--- src/rtl/serial_jk_excitation_driver_pkg.sv ---
// Shared definitions for the serial JK excitation driver.
//   state_t    : controller states (IDLE, DRIVE, RELEASE, CHECK)
//   cnt_width  : counter width helper for the hold and retry counters
package serial_jk_excitation_driver_pkg;

  typedef enum logic [1:0] {
    IDLE    = 2'd0,
    DRIVE   = 2'd1,
    RELEASE = 2'd2,
    CHECK   = 2'd3
  } state_t;

  // Bits needed to hold values 0..max_val; never narrower than one bit so a
  // zero-valued limit (single attempt, or HOLD=1) still yields a legal vector.
  function automatic int cnt_width(input int max_val);
    if (max_val < 1) begin
      return 1;
    end else begin
      return $clog2(max_val + 1);
    end
  endfunction

endpackage

--- src/rtl/serial_jk_excitation_driver_jk_excite.sv ---
// Per-bit J/K excitation for driving a JK latch bank toward a wanted word.
//   expected : word the bank should hold
//   q        : current Q outputs of the bank
//   j        : set excitation   (bit wanted 1, currently 0)
//   k        : reset excitation (bit wanted 0, currently 1)
// Bits that are already correct get J=K=0, and J=K=1 can never be produced,
// so the latches are never asked to toggle.
module jk_excite #(
  parameter int SIZE = 8
) (
  input  logic [SIZE-1:0] expected,
  input  logic [SIZE-1:0] q,
  output logic [SIZE-1:0] j,
  output logic [SIZE-1:0] k
);

  assign j = expected & ~q;
  assign k = ~expected & q;

endmodule

--- src/rtl/serial_jk_excitation_driver.sv ---
// Write-side controller for a SIZE-bit JK latch bank.
// A request (target word, or toggle mask when mode=1) is accepted over a
// valid/ready handshake, turned into J/K excitation held for HOLD cycles,
// released for one settle cycle and then verified against Q_fb. Mismatches
// are retried up to MAX_RETRY times; completion gives a one-cycle done pulse
// and a sticky err flag with the final mismatch bits.
// Ports:
//   clk, reset          : clock and synchronous active-high reset
//   req_valid/req_ready : request handshake (ready only while idle)
//   mode, target        : 0 = write target, 1 = toggle bits set in target
//   Q_fb                : Q outputs of the driven bank
//   J, K                : registered set/reset excitation
//   done, err, mismatch : completion pulse, sticky failure, failing bits
module serial_jk_excitation_driver
  import serial_jk_excitation_driver_pkg::*;
#(
  parameter int SIZE      = 8,
  parameter int HOLD      = 1,
  parameter int MAX_RETRY = 3
) (
  input  logic            clk,
  input  logic            reset,
  input  logic            req_valid,
  output logic            req_ready,
  input  logic            mode,
  input  logic [SIZE-1:0] target,
  input  logic [SIZE-1:0] Q_fb,
  output logic [SIZE-1:0] J,
  output logic [SIZE-1:0] K,
  output logic            done,
  output logic            err,
  output logic [SIZE-1:0] mismatch
);

  localparam int HOLD_W  = cnt_width(HOLD - 1);
  localparam int RETRY_W = cnt_width(MAX_RETRY);

  state_t            state;
  state_t            state_nxt;
  logic [HOLD_W-1:0] hold_cnt;
  logic [HOLD_W-1:0] hold_nxt;
  logic [RETRY_W-1:0] retry_cnt;
  logic [RETRY_W-1:0] retry_nxt;
  logic [SIZE-1:0]   expected;
  logic [SIZE-1:0]   expected_nxt;
  logic [SIZE-1:0]   j_nxt;
  logic [SIZE-1:0]   k_nxt;
  logic              done_nxt;
  logic              err_nxt;
  logic [SIZE-1:0]   mismatch_nxt;
  logic [SIZE-1:0]   accept_exp;
  logic [SIZE-1:0]   exc_exp;
  logic [SIZE-1:0]   exc_j;
  logic [SIZE-1:0]   exc_k;

  // Word the request asks for, evaluated against Q_fb at the accept edge.
  assign accept_exp = mode ? (Q_fb ^ target) : target;

  // Excitation source: a fresh request while idle, otherwise the latched
  // expected word (used when a retry re-enters DRIVE from CHECK).
  assign exc_exp = (state == IDLE) ? accept_exp : expected;

  jk_excite #(
    .SIZE(SIZE)
  ) u_excite (
    .expected(exc_exp),
    .q       (Q_fb),
    .j       (exc_j),
    .k       (exc_k)
  );

  // Next-state and next-output logic for the drive/release/check sequence.
  always_comb begin
    state_nxt    = state;
    hold_nxt     = hold_cnt;
    retry_nxt    = retry_cnt;
    expected_nxt = expected;
    j_nxt        = '0;
    k_nxt        = '0;
    done_nxt     = 1'b0;
    err_nxt      = err;
    mismatch_nxt = mismatch;
    case (state)
      IDLE: begin
        if (req_valid && req_ready) begin
          expected_nxt = accept_exp;
          err_nxt      = 1'b0;
          mismatch_nxt = '0;
          retry_nxt    = '0;
          hold_nxt     = '0;
          j_nxt        = exc_j;
          k_nxt        = exc_k;
          state_nxt    = DRIVE;
        end else begin
          state_nxt = IDLE;
        end
      end
      DRIVE: begin
        if (hold_cnt == HOLD_W'(HOLD - 1)) begin
          state_nxt = RELEASE;
        end else begin
          // Keep the excitation that was registered on entry to DRIVE.
          hold_nxt = hold_cnt + HOLD_W'(1);
          j_nxt    = J;
          k_nxt    = K;
        end
      end
      RELEASE: begin
        state_nxt = CHECK;
      end
      CHECK: begin
        if (Q_fb == expected) begin
          state_nxt = IDLE;
          done_nxt  = 1'b1;
        end else if (retry_cnt < RETRY_W'(MAX_RETRY)) begin
          // Recompute from the present Q so only still-wrong bits are driven.
          retry_nxt = retry_cnt + RETRY_W'(1);
          hold_nxt  = '0;
          j_nxt     = exc_j;
          k_nxt     = exc_k;
          state_nxt = DRIVE;
        end else begin
          state_nxt    = IDLE;
          done_nxt     = 1'b1;
          err_nxt      = 1'b1;
          mismatch_nxt = Q_fb ^ expected;
        end
      end
      default: begin
        state_nxt = IDLE;
      end
    endcase
  end

  // State, counters and registered outputs.
  always_ff @(posedge clk) begin
    if (reset) begin
      state     <= IDLE;
      hold_cnt  <= '0;
      retry_cnt <= '0;
      expected  <= '0;
      J         <= '0;
      K         <= '0;
      done      <= 1'b0;
      err       <= 1'b0;
      mismatch  <= '0;
      req_ready <= 1'b1;
    end else begin
      state     <= state_nxt;
      hold_cnt  <= hold_nxt;
      retry_cnt <= retry_nxt;
      expected  <= expected_nxt;
      J         <= j_nxt;
      K         <= k_nxt;
      done      <= done_nxt;
      err       <= err_nxt;
      mismatch  <= mismatch_nxt;
      req_ready <= (state_nxt == IDLE);
    end
  end

endmodule

--- config.mk ---
export PLATFORM = sky130hd
export DESIGN_NAME = serial_jk_excitation_driver
export DESIGN_NICKNAME = d
export VERILOG_FILES = /design/src/rtl/serial_jk_excitation_driver_pkg.sv /design/src/rtl/serial_jk_excitation_driver_jk_excite.sv /design/src/rtl/serial_jk_excitation_driver.sv
export SDC_FILE = /design/constraint.sdc
export NUM_CORES = 1
export LEC_CHECK = 0
export CORE_MARGIN = 4
export CORE_UTILIZATION = 52
export DETAILED_ROUTE_END_ITERATION = 10
export PLACE_DENSITY = 0.91
export RECOVER_POWER = 25
export SLEW_MARGIN = 20
export SYNTH_ARGS = -nofsm -noshare
export SYNTH_HDL_FRONTEND = slang
export SYNTH_SLANG_ARGS = --single-unit
--- constraint.sdc ---
create_clock -name clk -period 5.7 [get_ports clk]
set_input_delay 0.855 -clock clk [delete_from_list [all_inputs] [get_ports clk]]
set_output_delay 0.855 -clock clk [all_outputs]
set_load 0.01 [all_outputs]
* Word level (Yosys, flattened, before mapping)
Cells that the tools add are included.
** Cells by class
- Equal/unequal tests :: 9
- Order comparisons :: 1
- Reductions and logical operators :: 10
- Shift operators :: 0
- Muxes and demuxes :: 34
- $mul :: 0
- Div/mod/pow operators :: 0
- Add/subtract/negate cells :: 2
- Bitwise operators :: 7
** Operator list (number)
- 8-bit two-way mux :: 12
- 8-bit one-hot mux with 3 select lines :: 2
- 8-bit bitwise AND :: 2
- 8-bit NOT :: 2
- 8-bit one-hot mux with 2 select lines :: 1
- 8-bit bitwise XOR :: 2
- 4-bit AND reduction :: 3
- 1-bit two-way mux :: 11
- 8-bit == test :: 1
- 2-bit two-way mux :: 4
- 2-bit inequality test (second input constant) :: 4
- 2-bit one-hot mux with 4 select lines :: 1
- 2-bit == test (second input constant) :: 2
- 2-bit zero test :: 2
- 2-bit one-hot mux with 2 select lines :: 1
- 1-bit one-hot mux with 3 select lines :: 1
- 3-bit nonzero test :: 1
- 2-bit by 1-bit adder with 2-bit output (second input constant) :: 1
- 2-bit by 1-bit == test with 1-bit output (second input constant) :: 1
- 2-bit less-than comparator (second input constant) :: 1
- 2-bit by 1-bit inequality test with 1-bit output (second input constant) :: 1
- 1-bit one-hot mux with 2 select lines :: 1
- 2-bit AND reduction :: 1
- 2-bit nonzero test :: 1
- 4 further kinds :: 4
** Storage, ports and cells
- Bits of input ports :: 20
- Latch bits :: 0
- Output and inout port bits :: 27
- Bits in writable memories :: 0
- Bits in registers :: 40
- Bits in read-only memories :: 0
- Memories kept :: 0

* Logic depth before layout (Yosys ltp)
- Word-level depth :: 8
- Mapped depth :: 8

* Cells and area by module
A second synthesis with hierarchy kept.
** Unflattened totals
- Cells, all modules :: 200
- Area, all modules :: 1811.7 µm²
** By module, submodules not included
- serial_jk_excitation_driver :: cells each 184, area each 1671.6 µm², sequential area each 780.7 µm², times used 1
- jk_excite :: cells each 16, area each 140.1 µm², sequential area each 0.0 µm², times used 1

* Worst setup path before layout
OpenSTA, ideal clock, no wires.
- Kind :: input-to-reg
- From :: input Q_fb[4]
- To :: register K[0]
- Data arrival time :: 2.009 ns
- Setup slack :: 3.575 ns
- Setup time :: 0.116 ns
- Path buffers :: 1
- Required time :: 5.584 ns
- Stages :: 6
- Cells stage by stage :: xor2_1 > nor4_2 > a211oi_1 > o21ai_2 > buf_4 > nor2_1
** On the way
- Cells in the longest elaborated chain, start to end :: 3
** Ends and longest elaborated chain
- start, declared :: line serial_jk_excitation_driver.sv:27 : input logic [SIZE-1:0] Q_fb,
- 8-bit == test :: line serial_jk_excitation_driver.sv:112 : if (Q_fb == expected) begin
- 8-bit two-way mux :: line serial_jk_excitation_driver.sv:112
- 8-bit one-hot mux with 3 select lines :: line serial_jk_excitation_driver.sv:83 : case (state)
- end signal, assigned :: line serial_jk_excitation_driver.sv:154 : K <= k_nxt;
- end, declared :: line serial_jk_excitation_driver.sv:29 : output logic [SIZE-1:0] K,
Every way passes these cells.
A chain may end at the register's enable or synchronous reset.

* Final worst setup path
- From :: register state[0]
- To :: register mismatch[0]
** On the way
- Cells in the longest elaborated chain, start to end :: 3
- Elaborated cells on any way between the ends :: 8
- Classes of those cells :: eq/ne (4); mux (1); reduce/logical (3)
** Ends and longest elaborated chain
- start, declared :: line serial_jk_excitation_driver.sv:38 : state_t state;
- start signal, assigned :: line serial_jk_excitation_driver.sv:149 : state <= state_nxt;
- 2-bit == test / 2-bit zero test (equally long branches) :: line serial_jk_excitation_driver.sv:83
- 2-bit inequality test (no line), or another cell as far along
- 4-bit AND reduction (no line)
- end signal, assigned :: line serial_jk_excitation_driver.sv:157 : mismatch <= mismatch_nxt;
- end, declared :: line serial_jk_excitation_driver.sv:32 : output logic [SIZE-1:0] mismatch
Parallel ways exist; a longest one is shown, timed or not.

==> summary.txt <==
Synth
  • Synth warn: 0
  • Multiplexer share of the synthesized area: 5.68%
  • Post-synth EDFFs: 0
  • Synth Area in Adders: 2.77%
  • Main combinational cell family by area after synthesis: simple AND/OR/NAND/NOR gates
  • Synth Cell Area: 1810 um^2
  • Sequential share of the synthesized area: 43.2%
  • Synth Area in XOR/XNOR: 11.6%
  • Post-Syn Nets: 224
  • Netlist cell types: 31
  • Ys async rst share: 0%
  • Syn avg cell area: 9.03 um^2
  • Simple-gate share of the synthesized area: 18.7%
  • Compound-cell area share of the yosys netlist: 13.9%
  • Post-synthesis register bit count: 39
  • Cells after synthesis: 200
  • Main flop type after synthesis: dfxtp_1

GRT
  • Total grt overflow: 0
  • Initial antenna violation count: 0
  • First-pass GRT wire length: 6770 um
  • Most used routing layer: met2
  • Vias in the first global route: 1493
  • M3 GR Usage: 5.23%
  • Pin count of the biggest net entering global routing: 21
  • Met2 usage: 33.9%
  • Met1 Track Usage GR: 23.1%
  • Total GRT Usage: 20.0%

Power
  • Internal power: 0.000520 W
  • Leakage: 0.968 nW
  • Flop pwr share: 41.0%
  • Peak supply drop: 0.289 mV
  • Logic pwr share: 36.4%
  • Switching part of the total power: 37.0%
  • Clock share of power: 22.6%
  • Pwr dens: 352 nW/um^2
  • Psw: 0.000305 W

Placed design
  • Dpl ws: 2.55 ns
  • Hpwl dp: 2850 um
  • Final RePlAce weighted congestion: 0.828
  • IO buf count: 46

Floorplan
  • Ports: 47
  • Core footprint: 3340 um^2
  • Chip Height: 66.9 um
  • Die ar.: 4480 um^2
  • Initial Utilization: 54.1%
  • Cell Rows: 21
  • Die Wd: 66.9 um

Clock tree
  • CTS tree: built
  • Clk_lat worst skew: 0.34 ns
  • H-tree Lvls: 2
  • Clk sink count: 39
  • CTS buffer count: 5
  • Hold_buf cts: 0
  • Root Buffer: clkbuf_4
  • # resized after CTS: 0
  • Post-CTS Setup Bufs: 0
  • Clk slew on worst S/H paths: 0.12 ns
  • Clock Tree Buf Depth: 2

Cells and area
  • Ant. Diodes: 0
  • Layout Nets: 267
  • Share of cells above drive strength 1: 6.56%
  • Area grow syn2layout: 29.9%

Drt
  • Initial detailed-routing violation count: 121
  • Total Wirelength: 4010 um
  • Vias: 1579
  • Post-DRT Antenna Nets: 0
  • First-pass DRT Iterations: 7
  • Avg Vias per Cell: 5.44
  • WL/cell: 13.8 um
  • Drt drc: 0

STA
  • Post-route setup slack: 2.53 ns
  • Final Critical Period: 3.17 ns
  • Clock Skews: 0.00636 ns
  • Final setup violating endpoints: 0
  • Final period util: 55.5%
  • Final Hold Viols: 0
  • Final TNS setup: 0 ns
  • Max Slew Vio Count: 0
  • Unrepaired setup endpoints after global routing: false
  • Worst-margin pin slew: 0.965 ns
  • Normalized max-slew margin: 35.6%
  • Peak Freq: 316 MHz

Setup path
  • Worst setup path category: reg2reg
  • Max FO, Critical Path: 20
  • Startpoint types: register
  • Worst EP required: 5.95 ns
  • CP endpoint kind: register
  • Worst path arrival time: 3.42 ns

Run status
  • Run status: complete, no violations

Min path
  • Worst min-delay path class: reg2reg

Run
  • Maximum capacitance violations: 0
## synth_stat cells (2+ instances only)
| library cell | count | area share, % |
|---|---|---|
| a211oi_1 | 10 | 4.2 |
| a21oi_1 | 3 | 0.83 |
| a22o_1 | 6 | 2.9 |
| a31oi_1 | 2 | 0.69 |
| buf_4 | 2 | 0.83 |
| clkbuf_1 | 7 | 1.5 |
| dfxtp_1 | 39 | 43 |
| ha_1 | 4 | 2.8 |
| inv_1 | 5 | 1.0 |
| mux2_2 | 2 | 1.2 |
| mux2i_1 | 8 | 4.4 |
| nand2_1 | 12 | 2.5 |
| nand3_1 | 2 | 0.55 |
| nand3b_1 | 2 | 0.83 |
| nor2_1 | 39 | 8.1 |
| nor3_1 | 6 | 1.7 |
| nor3_2 | 2 | 1.1 |
| nor4_2 | 2 | 1.4 |
| o21ai_0 | 12 | 3.3 |
| xor2_1 | 24 | 12 |
## state kept, by name (all words and copies together) (netlist names)
register and cells:
J 8, K 8, expected 8, mismatch 8, retry_cnt 2, state 2
done 1, err 1, req_ready 1
## final timing paths
path	start	to	slack, ns	depth (start not counted)
hold reg to reg	mismatch[7]	mismatch[7]	0.49	1
setup reg to reg	state[0]	mismatch[0]	2.53	7
hold / removal	mismatch[7]	mismatch[7]	0.49	1
setup / recovery	state[0]	mismatch[0]	2.53	7
## final cells by class
type	instances	area, um^2
fill	279	990
multi-input combinational	145	945
sequential	39	781
timing repair buffer	46	460
tap	46	57.6
clock inverter	3	43.8
clock buffer	5	37.5
inverter	6	22.5
## metal layers
layer / share of wire [%] / vias up
li1: - / 765
met1: 42 / 726
met2: 49 / 73
met3: 7.5 / 15
met4: 2.0 / 0
met5: 0 / -
## cells in the final DEF, fill, tap and decap left out, drive strengths merged
| cell | netlist | final |
|---|---|---|
| a21oi | 3 | 3 |
| and3 | 1 | 1 |
| a22o | 6 | 6 |
| o22ai | 1 | 1 |
| clkdlybuf4s50 | 0 | 31 |
| a21o | 1 | 1 |
| clkbuf | 7 | 5 |
| nor3 | 8 | 8 |
| nor4 | 2 | 2 |
| mux2 | 2 | 2 |
| ha | 4 | 4 |
| bufinv | 0 | 1 |
| nand3b | 2 | 2 |
| nand4b | 1 | 1 |
| xor2 | 24 | 24 |
| nor3b | 1 | 1 |
| dlygate4sd3 | 0 | 15 |
| nand2b | 1 | 1 |
| nand4 | 1 | 1 |
| nand2 | 12 | 12 |
| nor2 | 39 | 39 |
| nand3 | 2 | 2 |
| dfxtp | 39 | 39 |
| o21ai | 13 | 13 |
| a31oi | 2 | 2 |
| a211oi | 11 | 11 |
| mux2i | 8 | 8 |
| inv | 5 | 5 |
| clkinv | 1 | 3 |
## cell families after synthesis
logic type / Yosys count
mux: 10
xor+xnor: 24
compound gates: 37
buf+inv: 16
fa+ha+maj: 4
simple gates: 70
flops: 39
## power groups by stage
stage / Combinational (W) / Clock [W] / Sequential [W]
5_1_grt: 0.000337 / 0.000204 / 0.000344
3_3_place_gp: 0.000291 / 0 / 0.000343
2_1_floorplan: 0.000217 / 0 / 0.000346
4_1_cts: 0.000305 / 0.000189 / 0.000339
6_report: 0.000300 / 0.000187 / 0.000339
3_5_place_dp: 0.000302 / 0 / 0.000345
## metrics by stage
step / instance area, um^2 / cells / util [%] / total power, W / hold WS [ns]
final: 2350 / 290 / 70.3 / 0.000826 / 0.492
after global routing: 2350 / 290 / 70.3 / 0.000885 / 0.522
after CTS: 2350 / 290 / 70.5 / 0.000833 / 0.492
after detailed placement: 2270 / 282 / 68.1 / 0.000647 / 0.463
after global placement: 2270 / 282 / 68.1 / 0.000634 / 0.464
after floorplan: 1810 / 200 / - / 0.000562 / 0.463
## critical path, cell delays in order (launching register included)
cell and delay, ns:
dfxtp_1 0.36, inv_1 0.08, ha_1 0.79, and3_1 0.72, a21oi_1 0.17, a211oi_2 0.43, o22ai_1 0.27, a22o_1 0.24
Power figures use the tool's default switching activity.
